<file path="src/rtl/ex_mem_pkg.sv">
// Shared entry layout for the execute->memory buffer.
// Entry widths follow the core defaults. The top's width parameters must match these defaults.
package ex_mem_pkg;

  localparam int DATA_W = 32;
  localparam int ADDR_W = 20;
  localparam int REG_W  = 5;

  typedef struct packed {
    logic [DATA_W-1:0] alu_result;
    logic [DATA_W-1:0] store_data;
    logic [REG_W-1:0]  rd;
    logic              reg_write;
    logic              mem_read;
    logic              mem_write;
  } entry_t;

  localparam int ENTRY_W = $bits(entry_t);

endpackage

</file>
<file path="src/rtl/fifo2.sv">
// Generic 2-entry in-order FIFO. Head and tail are exposed for bypass taps.
// clear overrides push/pop; push when full and pop when empty are ignored.
module fifo2 #(
  parameter int ENTRY_W = 8
) (
  input  logic               clock,
  input  logic               reset,
  input  logic               clear,
  input  logic               push,
  input  logic               pop,
  input  logic [ENTRY_W-1:0] push_dat,
  output logic [1:0]         count,
  output logic [ENTRY_W-1:0] head_dat,
  output logic [ENTRY_W-1:0] tail_dat
);

  logic [ENTRY_W-1:0] mem_q [2];
  logic [ENTRY_W-1:0] mem_d [2];
  logic               wr_ptr_q, wr_ptr_d;
  logic               rd_ptr_q, rd_ptr_d;
  logic [1:0]         count_q, count_d;
  logic               do_push, do_pop;

  assign do_push = push && (count_q != 2'd2);
  assign do_pop  = pop && (count_q != 2'd0);

  always_comb begin
    mem_d    = mem_q;
    wr_ptr_d = wr_ptr_q;
    rd_ptr_d = rd_ptr_q;
    count_d  = count_q;
    if (clear) begin
      mem_d[0] = '0;
      mem_d[1] = '0;
      wr_ptr_d = 1'b0;
      rd_ptr_d = 1'b0;
      count_d  = 2'd0;
    end else begin
      if (do_push) begin
        mem_d[wr_ptr_q] = push_dat;
        wr_ptr_d        = ~wr_ptr_q;
      end
      if (do_pop) begin
        rd_ptr_d = ~rd_ptr_q;
      end
      case ({do_push, do_pop})
        2'b10:   count_d = count_q + 2'd1;
        2'b01:   count_d = count_q - 2'd1;
        default: count_d = count_q;
      endcase
    end
  end

  always_ff @(posedge clock or posedge reset) begin
    if (reset) begin
      mem_q[0] <= '0;
      mem_q[1] <= '0;
      wr_ptr_q <= 1'b0;
      rd_ptr_q <= 1'b0;
      count_q  <= 2'd0;
    end else begin
      mem_q    <= mem_d;
      wr_ptr_q <= wr_ptr_d;
      rd_ptr_q <= rd_ptr_d;
      count_q  <= count_d;
    end
  end

  assign count    = count_q;
  assign head_dat = mem_q[rd_ptr_q];
  // Tail is the younger entry; meaningful only when count == 2.
  assign tail_dat = mem_q[~rd_ptr_q];

endmodule

</file>
<file path="src/rtl/execute_memory_pipe.sv">
// Execute->memory stage: 2-entry result buffer, taken-branch redirect, flush squash.
// Define EX_BYPASS_EN to drive the fwd0 (head) and fwd1 (tail) bypass taps; otherwise they are tied to 0.
module execute_memory_pipe
  import ex_mem_pkg::*;
#(
  parameter int DATA_WIDTH    = DATA_W,
  parameter int ADDRESS_BITS  = ADDR_W,
  parameter int REG_ADDR_BITS = REG_W
) (
  input  logic                     clock,
  input  logic                     reset,
  input  logic                     ex_valid,
  output logic                     ex_ready,
  input  logic [DATA_WIDTH-1:0]    ex_ALU_result,
  input  logic                     ex_branch,
  input  logic                     ex_jump,
  input  logic [ADDRESS_BITS-1:0]  ex_target,
  input  logic [DATA_WIDTH-1:0]    ex_store_data,
  input  logic [REG_ADDR_BITS-1:0] ex_rd,
  input  logic                     ex_regWrite,
  input  logic                     ex_memRead,
  input  logic                     ex_memWrite,
  output logic                     mem_valid,
  input  logic                     mem_ready,
  output logic [DATA_WIDTH-1:0]    mem_ALU_result,
  output logic [DATA_WIDTH-1:0]    mem_store_data,
  output logic [REG_ADDR_BITS-1:0] mem_rd,
  output logic                     mem_regWrite,
  output logic                     mem_memRead,
  output logic                     mem_memWrite,
  output logic                     redirect_valid,
  output logic [ADDRESS_BITS-1:0]  redirect_pc,
  input  logic                     flush,
  output logic                     fwd0_valid,
  output logic                     fwd1_valid,
  output logic [REG_ADDR_BITS-1:0] fwd0_rd,
  output logic [REG_ADDR_BITS-1:0] fwd1_rd,
  output logic [DATA_WIDTH-1:0]    fwd0_data,
  output logic [DATA_WIDTH-1:0]    fwd1_data
);

  logic                    redirect_valid_q, redirect_valid_d;
  logic [ADDRESS_BITS-1:0] redirect_pc_q, redirect_pc_d;
  logic [1:0]              count;
  logic                    enq, deq;
  entry_t                  push_ent, head_raw, head;
`ifdef EX_BYPASS_EN
  entry_t                  tail_raw;
`endif

  assign ex_ready  = (count != 2'd2) && !redirect_valid_q;
  assign enq       = ex_valid && ex_ready;
  assign mem_valid = (count != 2'd0);
  assign deq       = mem_valid && mem_ready;

  always_comb begin
    push_ent            = '0;
    push_ent.alu_result = ex_ALU_result;
    push_ent.store_data = ex_store_data;
    push_ent.rd         = ex_rd;
    push_ent.reg_write  = ex_regWrite;
    push_ent.mem_read   = ex_memRead;
    push_ent.mem_write  = ex_memWrite;
  end

  fifo2 #(.ENTRY_W(ENTRY_W)) u_fifo (
    .clock    (clock),
    .reset    (reset),
    .clear    (flush),
    .push     (enq),
    .pop      (deq),
    .push_dat (push_ent),
    .count    (count),
`ifdef EX_BYPASS_EN
    .tail_dat (tail_raw),
`else
    .tail_dat (),
`endif
    .head_dat (head_raw)
  );

  // Outputs read 0 whenever the head is empty, so popped entries never leak out.
  assign head           = mem_valid ? head_raw : '0;
  assign mem_ALU_result = head.alu_result;
  assign mem_store_data = head.store_data;
  assign mem_rd         = head.rd;
  assign mem_regWrite   = head.reg_write;
  assign mem_memRead    = head.mem_read;
  assign mem_memWrite   = head.mem_write;

  // The redirect pulse lasts exactly one cycle; it also blocks ex_ready for that cycle.
  always_comb begin
    redirect_valid_d = 1'b0;
    redirect_pc_d    = '0;
    if (!flush && enq && (ex_branch || ex_jump)) begin
      redirect_valid_d = 1'b1;
      redirect_pc_d    = ex_target;
    end
  end

  always_ff @(posedge clock or posedge reset) begin
    if (reset) begin
      redirect_valid_q <= 1'b0;
      redirect_pc_q    <= '0;
    end else begin
      redirect_valid_q <= redirect_valid_d;
      redirect_pc_q    <= redirect_pc_d;
    end
  end

  assign redirect_valid = redirect_valid_q;
  assign redirect_pc    = redirect_pc_q;

`ifdef EX_BYPASS_EN
  always_comb begin
    fwd0_valid = mem_valid && head_raw.reg_write && (head_raw.rd != '0);
    fwd0_rd    = head.rd;
    fwd0_data  = head.alu_result;
    fwd1_valid = (count == 2'd2) && tail_raw.reg_write && (tail_raw.rd != '0);
    fwd1_rd    = (count == 2'd2) ? tail_raw.rd : '0;
    fwd1_data  = (count == 2'd2) ? tail_raw.alu_result : '0;
  end
`else
  always_comb begin
    fwd0_valid = 1'b0;
    fwd0_rd    = '0;
    fwd0_data  = '0;
    fwd1_valid = 1'b0;
    fwd1_rd    = '0;
    fwd1_data  = '0;
  end
`endif

endmodule

</file>
<file path="config.mk">
export PLATFORM = sky130hd
export DESIGN_NAME = execute_memory_pipe
export DESIGN_NICKNAME = d
export VERILOG_FILES = /design/src/rtl/ex_mem_pkg.sv /design/src/rtl/fifo2.sv /design/src/rtl/execute_memory_pipe.sv
export SDC_FILE = /design/constraint.sdc
export NUM_CORES = 1
export LEC_CHECK = 0
export ABC_AREA = 1
export BUFFER_PORTS_ARGS = -buffer_cell sky130_fd_sc_hd__buf_2
export CORE_UTILIZATION = 50
export DETAILED_ROUTE_END_ITERATION = 6
export PLACE_DENSITY = 0.85
export SYNTH_ARGS = -nofsm -noshare
export SYNTH_HDL_FRONTEND = slang
export SYNTH_HIERARCHICAL = 1
export SYNTH_SLANG_ARGS = --single-unit
</file>
<file path="constraint.sdc">
create_clock -name clock -period 5.9 [get_ports clock]
set_clock_uncertainty 0.1 [all_clocks]
set_input_delay 0.885 -clock clock [delete_from_list [all_inputs] [get_ports clock]]
set_output_delay 0.885 -clock clock [all_outputs]
set_load 0.02 [all_outputs]
</file>
==> results.md, run 1 <==
Status:
- The run finished with clean final reports.

Drt:
- Before antenna repair, the detailed router went through 5 iterations.
- The met2 wirelength from detailed routing is 9.80 mm.
- The routed wire length per instance is 12.7 µm.
- The highest layer touched by signal routing is met5.
- The count of nets left with antenna violations after detail routing is 0.
- Wires add up to 19.1 mm.
- After detailed routing, the number of vias per cell comes to 4.64.
- In the detailed route, the total length drawn on met3 is 1.14 mm.
- The overall via count from detail_route is 6,997.
- For this block, wires on met1 add up to 7.87 mm.
- The number of remaining DRC errors is 0.
- The detailed router finished its first iteration with 402 violations.

Clock tree:
- The clock tree root driver cell is sky130_fd_sc_hd__clkbuf_16.
- In this run the deepest clock path goes through 2 buffers.
- The clock tree from TritonCTS is done.
- The clock sink total is 169.
- The clock slew at the register clock pins of the worst setup and hold paths is 60 ps.
- The clock latency reported for the late side of the worst-skew pair is 410 ps.
- In this run the number of H-tree levels came out at 4.
- For this design, the CTS-stage hold fixing added 0 buffers.
- The number of clock buffers added by TritonCTS is 17.
- The number of cells upsized or downsized after cts is 0.
- The post-CTS setup-driven buffer insertion count is 0.

Global routing:
- The wire length of the first global-routing pass is 31.1 mm.
- Summed over all layers, the global routing overflow is 0.
- The global-route usage over all layers is 0.214.
- The pin count of the biggest net entering global routing is 98.
- The number of global-route vias before repair came to 6,526.
- The number of antenna violations at the first check in global routing is 3.

STA:
- Subtracting the final worst setup slack from the clock period gives 3600 ps.
- Setup repair after global routing left no endpoint under its margin.
- The number of slew-limit violations in the final report is 0.
- The upper clock frequency limit is 0.278 GHz.
- Summed over all failing endpoints, the final setup total negative slack is 0 ps.
- The post-layout worst setup margin is 2300 ps.
- The tightest hold path in the finished design has a slack of 380 ps.
- The total count of hold-check failures in the final report is 0.
- Setup violations remaining at the end of the flow were counted as 0.
- In the finished design, the share of the clock period the worst path needs comes to 0.611.
- In this run the tightest slew margin relative to its limit is 0.186.
- The transition at the pin with the smallest max-transition slack is 1220 ps.

Floorplan:
- The I/O pin total is 270.
- The initialized floorplan defines 48 standard-cell rows.
- The initial utilization of the core area, before any placement, comes to 0.519.
- The standard cell core area is 17,500 µm².
- From left edge to right edge, the die measures 137 µm.
- The floorplan die area is 18,700 µm².
- From bottom edge to top edge, the die measures 137 µm.

Finish:
- The number of nets in the layout is 1,369.
- The utilization after layout is 0.579.
- Of the cells placed in the final design, the portion with a size suffix greater than 1 is 0.262.
- The area growth from synthesis to layout is 11.7%.
- Summing all non-filler instances in the final layout gives an area of 10,200 µm².

Run:
- Across the run, the number of max-cap violations was 0.

Pwr:
- In this run the static leakage power is 5.29 nW.
- VDD sags by at most 0.204 mV.
- The power density over the cells is 307 nW/µm².

Placed design:
- Once placement finished, the instance area stood at 9610 µm².
- The routability-driven placement congestion ratio is 0.773.
- The total of buffers placed on input and output ports is 193.
- OpenSTA, run right after detailed placement, puts the worst setup slack at 2420 ps.
- The half-perimeter wire length after detailed placement is 12.5 mm.

Worst setup path:
- The critical path class is reg -> out.
- The worst setup path is captured at an output pin.
- Along the worst path, the maximum fanout reaches 84.
- Data on the critical path is required at its endpoint by 4910 ps.
- The data arrival at the endpoint of the critical path is 2620 ps.
- STA classifies the critical path startpoint as a flip-flop.

Synthesis:
- In the synthesized netlist, the number of instances is 1,115.
- The cell area after synthesis is 9090 µm².
- Each instance of the synthesized netlist takes up on average 8.16 µm².
- The Yosys step of the flow raised 6 warnings.

Worst hold path:
- The class of the tightest hold or removal check is reg -> reg.
[worst max-delay path: stages (launching register included)]
cell and delay [ps]:
sky130_fd_sc_hd__dfrtp_4 920, sky130_fd_sc_hd__buf_4 580, sky130_fd_sc_hd__nand2_1 130, sky130_fd_sc_hd__o21ai_0 130
sky130_fd_sc_hd__inv_1 90, sky130_fd_sc_hd__nor2_1 140, sky130_fd_sc_hd__buf_2 190
[layout by cell type (no fill, tap or decap), types with 2 or more instances in the layout]
master	count
sky130_fd_sc_hd__clkbuf_16	17
sky130_fd_sc_hd__nand2_1	216
sky130_fd_sc_hd__nand4_1	2
sky130_fd_sc_hd__inv_6	4
sky130_fd_sc_hd__inv_1	244
sky130_fd_sc_hd__o21ai_1	75
sky130_fd_sc_hd__conb_1	76
sky130_fd_sc_hd__nand3_4	2
sky130_fd_sc_hd__inv_2	4
sky130_fd_sc_hd__clkinv_4	4
sky130_fd_sc_hd__nand3_1	3
sky130_fd_sc_hd__a21oi_1	2
sky130_fd_sc_hd__clkinv_2	2
sky130_fd_sc_hd__o21ai_2	65
sky130_fd_sc_hd__nor3_1	2
sky130_fd_sc_hd__nor2_1	76
sky130_fd_sc_hd__dfrtp_1	168
sky130_fd_sc_hd__nor3_2	18
sky130_fd_sc_hd__o21ai_4	2
sky130_fd_sc_hd__clkbuf_1	2
sky130_fd_sc_hd__buf_4	6
sky130_fd_sc_hd__clkinvlp_4	3
sky130_fd_sc_hd__nand2_2	9
sky130_fd_sc_hd__buf_2	193
sky130_fd_sc_hd__o21ai_0	80
[metrics by stage]
step	power (mW)	instances
after floorplan	2.03	1190
after global placement	2.11	1476
after detailed placement	2.13	1476
after CTS	3.16	1508
after global routing	3.31	1509
final	3.12	1509
[routing by layer]
metal / track usage / vias to the layer above
met1: 0.264 / 3224
met4: 0.0696 / 2
met3: 0.0437 / 27
met5: 0 / -
li1: - / 3496
met2: 0.375 / 248
[state kept, by name, summed over array words and instances (netlist names)]
name,cells
redirect_pc,20
redirect_valid,1
u_fifo/mem_q,144
u_fifo/count,2
u_fifo/rd_ptr_q,1
u_fifo/wr_ptr_q,1
[power breakdown]
group	internal, mW	total, mW	switching, mW
clock network	0.554	1.01	0.460
logic	0.203	0.728	0.524
registers	1.29	1.38	0.0915
total	2.04	3.12	1.08
[worst paths after layout]
path                       slack (ps)                       endpoint  cells past startpoint                     startpoint
min in group asynchronous         550       redirect_pc[0]$_DFF_PP0_                      2                          reset
max in group asynchronous        3990   u_fifo/mem_q[21]$_DFFE_PP0P_                      3                          reset
hold / removal                    380  u_fifo/mem_q[113]$_DFFE_PP0P_                      2  u_fifo/mem_q[113]$_DFFE_PP0P_
setup reg to reg                 2730   u_fifo/mem_q[38]$_DFFE_PP0P_                      7    u_fifo/count[1]$_DFFE_PP0P_
setup / recovery                 2300              mem_store_data[4]                      6    u_fifo/rd_ptr_q$_DFFE_PP0P_
hold reg to reg                   380  u_fifo/mem_q[113]$_DFFE_PP0P_                      2  u_fifo/mem_q[113]$_DFFE_PP0P_
[final cells by class]
cell class	instances	area, µm²
inverter	249	940
tap	225	282
clock buffer	20	447
fill	1609	7380
clock inverter	12	93.8
antenna	1	2.50
timing repair buffer	199	1010
multi-input combinational	634	3150
sequential	169	4230
(Power assumes the default switching activity.)
==> run 2, diff against run 1 <==
Settings changed: CORE_UTILIZATION 50 to 48.
Clock period 5.9 ns to 2.9 ns, I/O delays scaled along.
==> results.md, run 2 (synthesis results as in run 1) <==
Worst setup path:
- STA classifies the critical path startpoint as a flip-flop.
- The highest fanout seen on the critical path is 47 (-44%).
- The slowest stage cell on the critical path is sky130_fd_sc_hd__dfrtp_4.
- The reg-to-reg endpoint is u_fifo/mem_q[38]$_DFFE_PP0P_.
- The delay of the slowest cell on the worst path is 700 ps (-220 ps).
- The data arrival at the endpoint of the critical path is 2140 ps (-480 ps).
- The reg-to-reg setup timing slack is 610 ps (-2120 ps).
- Following the worst setup path forward leads to its endpoint at mem_memRead.
- Traced cell by cell, the critical path runs through buf_4, nand2_1, o21ai_0, inv_1, nor2_1, buf_2.
- The launching point of the worst reg2reg path is u_fifo/count[0]$_DFFE_PP0P_.
- The worst endpoint required time was 2370 ps (-2540 ps).
- The path depth of the worst reg2reg path is 9 (+2).
- The element type at the critical path end is an output pin.
- The critical path in this run is classified as reg -> out.
- The critical path starts at u_fifo/rd_ptr_q$_DFFE_PP0P_.

Pwr:
- The maximum ir drop on the vdd rail was 0.426 mV (+110%).
- The proportion of power drawn by the clock network is 0.345 (+0.020).
- The sequential share of power was 0.419 (-0.023).
- The net load switching power came to 2.25 mW (+110%).
- The overall power consumption is 6.64 mW (+110%).
- The static power due to leakage is 5.41 nW (+2.2%).
- The cell internal power dissipation came to 4.39 mW (+110%).
- The part of the power in combinational logic is 0.236 (+0.003).
- The power density over the cells was 639 nW/µm² (+110%).
- The fraction of power spent switching nets is 0.338 (-0.00671).

Floorplan:
- The row count is 49 (+2.1%).
- The starting density of the core is 0.498 (-0.0208).
- The die extent in x is 140 µm (+2.0%).
- The I/O pin total was 270 (unchanged).
- The standard cell core area is 18,300 µm² (+4.2%).
- The vertical die dimension was 140 µm (+2.0%).
- The floorplan die area came to 19,500 µm² (+4.1%).

Clock tree:
- The number of buffers inserted during clock tree synthesis is 17 (unchanged).
- The worst-case clock buffer depth was 2 (unchanged).
- The clock sink total came to 169 (unchanged).
- The clock latency reported for the late side of the worst-skew pair is 420 ps (about the same).
- The clock slew at the register clock pins of the worst setup and hold paths is 60 ps (about the same).
- The clock tree root driver cell is sky130_fd_sc_hd__clkbuf_16.
- The H-tree level count came to 4 (unchanged).
- The clock tree from TritonCTS is done.

Placed design:
- The post-placement cell area is 9770 µm² (+1.7%).
- The routability-driven placement congestion ratio came to 0.784 (+1.3%).
- The total of buffers placed on input and output ports is 193 (unchanged).
- The half-perimeter wire length after detailed placement came to 13.1 mm (+5.3%).
- The worst slack after detailed placement came to 698 ps (-1720 ps).

Finish:
- The library cell used most frequently in the layout, excluding fill and tap cells, is sky130_fd_sc_hd__inv_1.
- The ratio of cells with drive above 1 in the final layout is 0.269 (+0.00761).
- The number of nets in the layout is 1,381 (+0.88%).
- The total inserted antenna cells came to 0 (-1).
- The area growth from synthesis to layout is 14.2%.
- The register name with the most flops is u_fifo/mem_q.
- The final instance area came to 10,400 µm² (+2.3%).
- In the layout the commonest cells are 244 x sky130_fd_sc_hd__inv_1, 216 x sky130_fd_sc_hd__nand2_1, 193 x sky130_fd_sc_hd__buf_2, 168 x sky130_fd_sc_hd__dfrtp_1, 80 x sky130_fd_sc_hd__o21ai_0.
- The number of flip-flops under the largest register name was 144 (unchanged).

Drt:
- The total wirelength of the detailed-routed design is 19.5 mm (+2.0%).
- The initial detailed-routing violation count is 371 (-7.7%).
- The routed wire length per instance is 12.8 µm (+1.0%).
- The detail-routed via count per cell is 4.64 (+0.12%).
- The number of remaining DRC errors is 0 (unchanged).
- The number of detailed-routing iterations run before antenna repair is 4 (-1).
- The count of nets left with antenna violations after detail routing is 0 (unchanged).
- The overall via count from detail_route was 7,075 (+1.1%).

STA:
- The total count of hold-check failures in the final report came to 0 (unchanged).
- The post-layout worst setup margin came to 229 ps (-2070 ps).
- The count of final setup violators came to 0 (unchanged).
- The transition at the pin with the smallest max-transition slack came to 1270 ps (+47.2 ps).
- The remaining max-slew budget at the tightest pin is 0.155 (-0.0315).
- Setup repair after global routing left no endpoint under its margin.
- The setup TNS after final layout is 0 ps (unchanged).
- In the finished design, the share of the clock period the worst path needs comes to 0.921.
- The time the final worst path needs with I/O delays and setup is 2670 ps.
- Timing would allow up to 0.374 GHz.
- The number of slew-limit violations in the final report is 0 (unchanged).
- The worst hold margin was 132 ps (-248 ps).

Global routing:
- The number of antenna violations at the first check in global routing was 0 (-3).
- The remaining global-route overflow is 0 (unchanged).
- The wire length of the first global-routing pass came to 32.4 mm (+4.2%).
- The number of global-route vias before repair was 6,680 (+2.4%).
- The pin count of the biggest net entering global routing is 71 (-28%).
- The global-route usage over all layers is 0.209 (-0.00534).

Status:
- The flow ran to the end, and the final reports show no timing, DRC or antenna violations.

Run:
- The reported max-cap violation count is 0 (unchanged).

Worst hold path:
- The path class of the tightest hold or removal check is in -> reg.
## run 2: changes by cell type in the layout (fill, tap and decap cells not counted), sizes merged
cell | before | now
buf | 199 | 210
clkinv | 6 | 5
inv | 252 | 254
dlygate4sd3 | 0 | 1
clkbuf | 20 | 18
bufinv | 0 | 2
clkinvlp | 3 | 2
diode | 1 | 0
## run 2: critical path: cells and delay by family (launching register included)
kind | cells | cell delay, ps
compound gates | 1 | 110
buf+inv | 3 | 650
simple gates | 2 | 240
flops | 1 | 700
## run 2: what timing repair did
| item | CTS | global route |
|---|---|---|
| buffers inserted | 0 | 0 |
| hold buffers | 1 | 0 |
| endpoints found under the hold margin | 20 | 0 |
| resized for setup | 0 | 0 |
## run 2: through the flow
step | std cells | util
6_report | 1524 | 0.568
5_1_grt | 1524 | 0.568
4_1_cts | 1524 | 0.568
3_5_place_dp | 1491 | 0.535
3_3_place_gp | 1491 | 0.535
2_1_floorplan | 1190 | -
## run 2: metal layers
metal	routed length, µm	vias up	global-route usage
li1	-	3513	-
met1	8420	3273	0.266
met2	9740	263	0.358
met3	1010	26	0.0354
met4	346	0	0.0769
met5	0	-	0
## run 2: power by group through the flow
| stage | Sequential [mW] | Combinational [mW] | Clock (mW) |
|---|---|---|---|
| 4_1_cts | 2.78 | 1.58 | 2.35 |
| 5_1_grt | 2.81 | 1.75 | 2.46 |
| 3_5_place_dp | 2.82 | 1.58 | 0 |
| 2_1_floorplan | 2.79 | 1.33 | 0 |
| 6_report | 2.78 | 1.57 | 2.29 |
| 3_3_place_gp | 2.81 | 1.54 | 0 |
## run 2: how the worst min path moves through the flow
| stage | start | to | slack, ps | depth (start not counted) |
|---|---|---|---|---|
| 2_1_floorplan | reset | redirect_pc[0]$_DFF_PP0_ | 310 | 1 |
| 3_3_place_gp | u_fifo/mem_q[78]$_DFFE_PP0P_ | u_fifo/mem_q[78]$_DFFE_PP0P_ | 360 | 2 |
| 3_5_place_dp | u_fifo/mem_q[63]$_DFFE_PP0P_ | u_fifo/mem_q[63]$_DFFE_PP0P_ | 370 | 2 |
| 4_1_cts | ex_target[18] | redirect_pc[18]$_DFF_PP0_ | 110 | 3 |
| 5_1_grt | ex_target[19] | redirect_pc[19]$_DFF_PP0_ | 120 | 3 |
| 6_report | ex_target[18] | redirect_pc[18]$_DFF_PP0_ | 130 | 3 |
## run 2: final cells by class
| class | count | area (µm²) |
|---|---|---|
| fillers | 1618 | 7890 |
| flip-flops and latches | 169 | 4230 |
| multi-input cells | 634 | 3150 |
| repair buffers | 211 | 1180 |
| inverters | 249 | 938 |
| clock buffers | 18 | 439 |
| well taps | 229 | 287 |
| clock inverters | 14 | 163 |
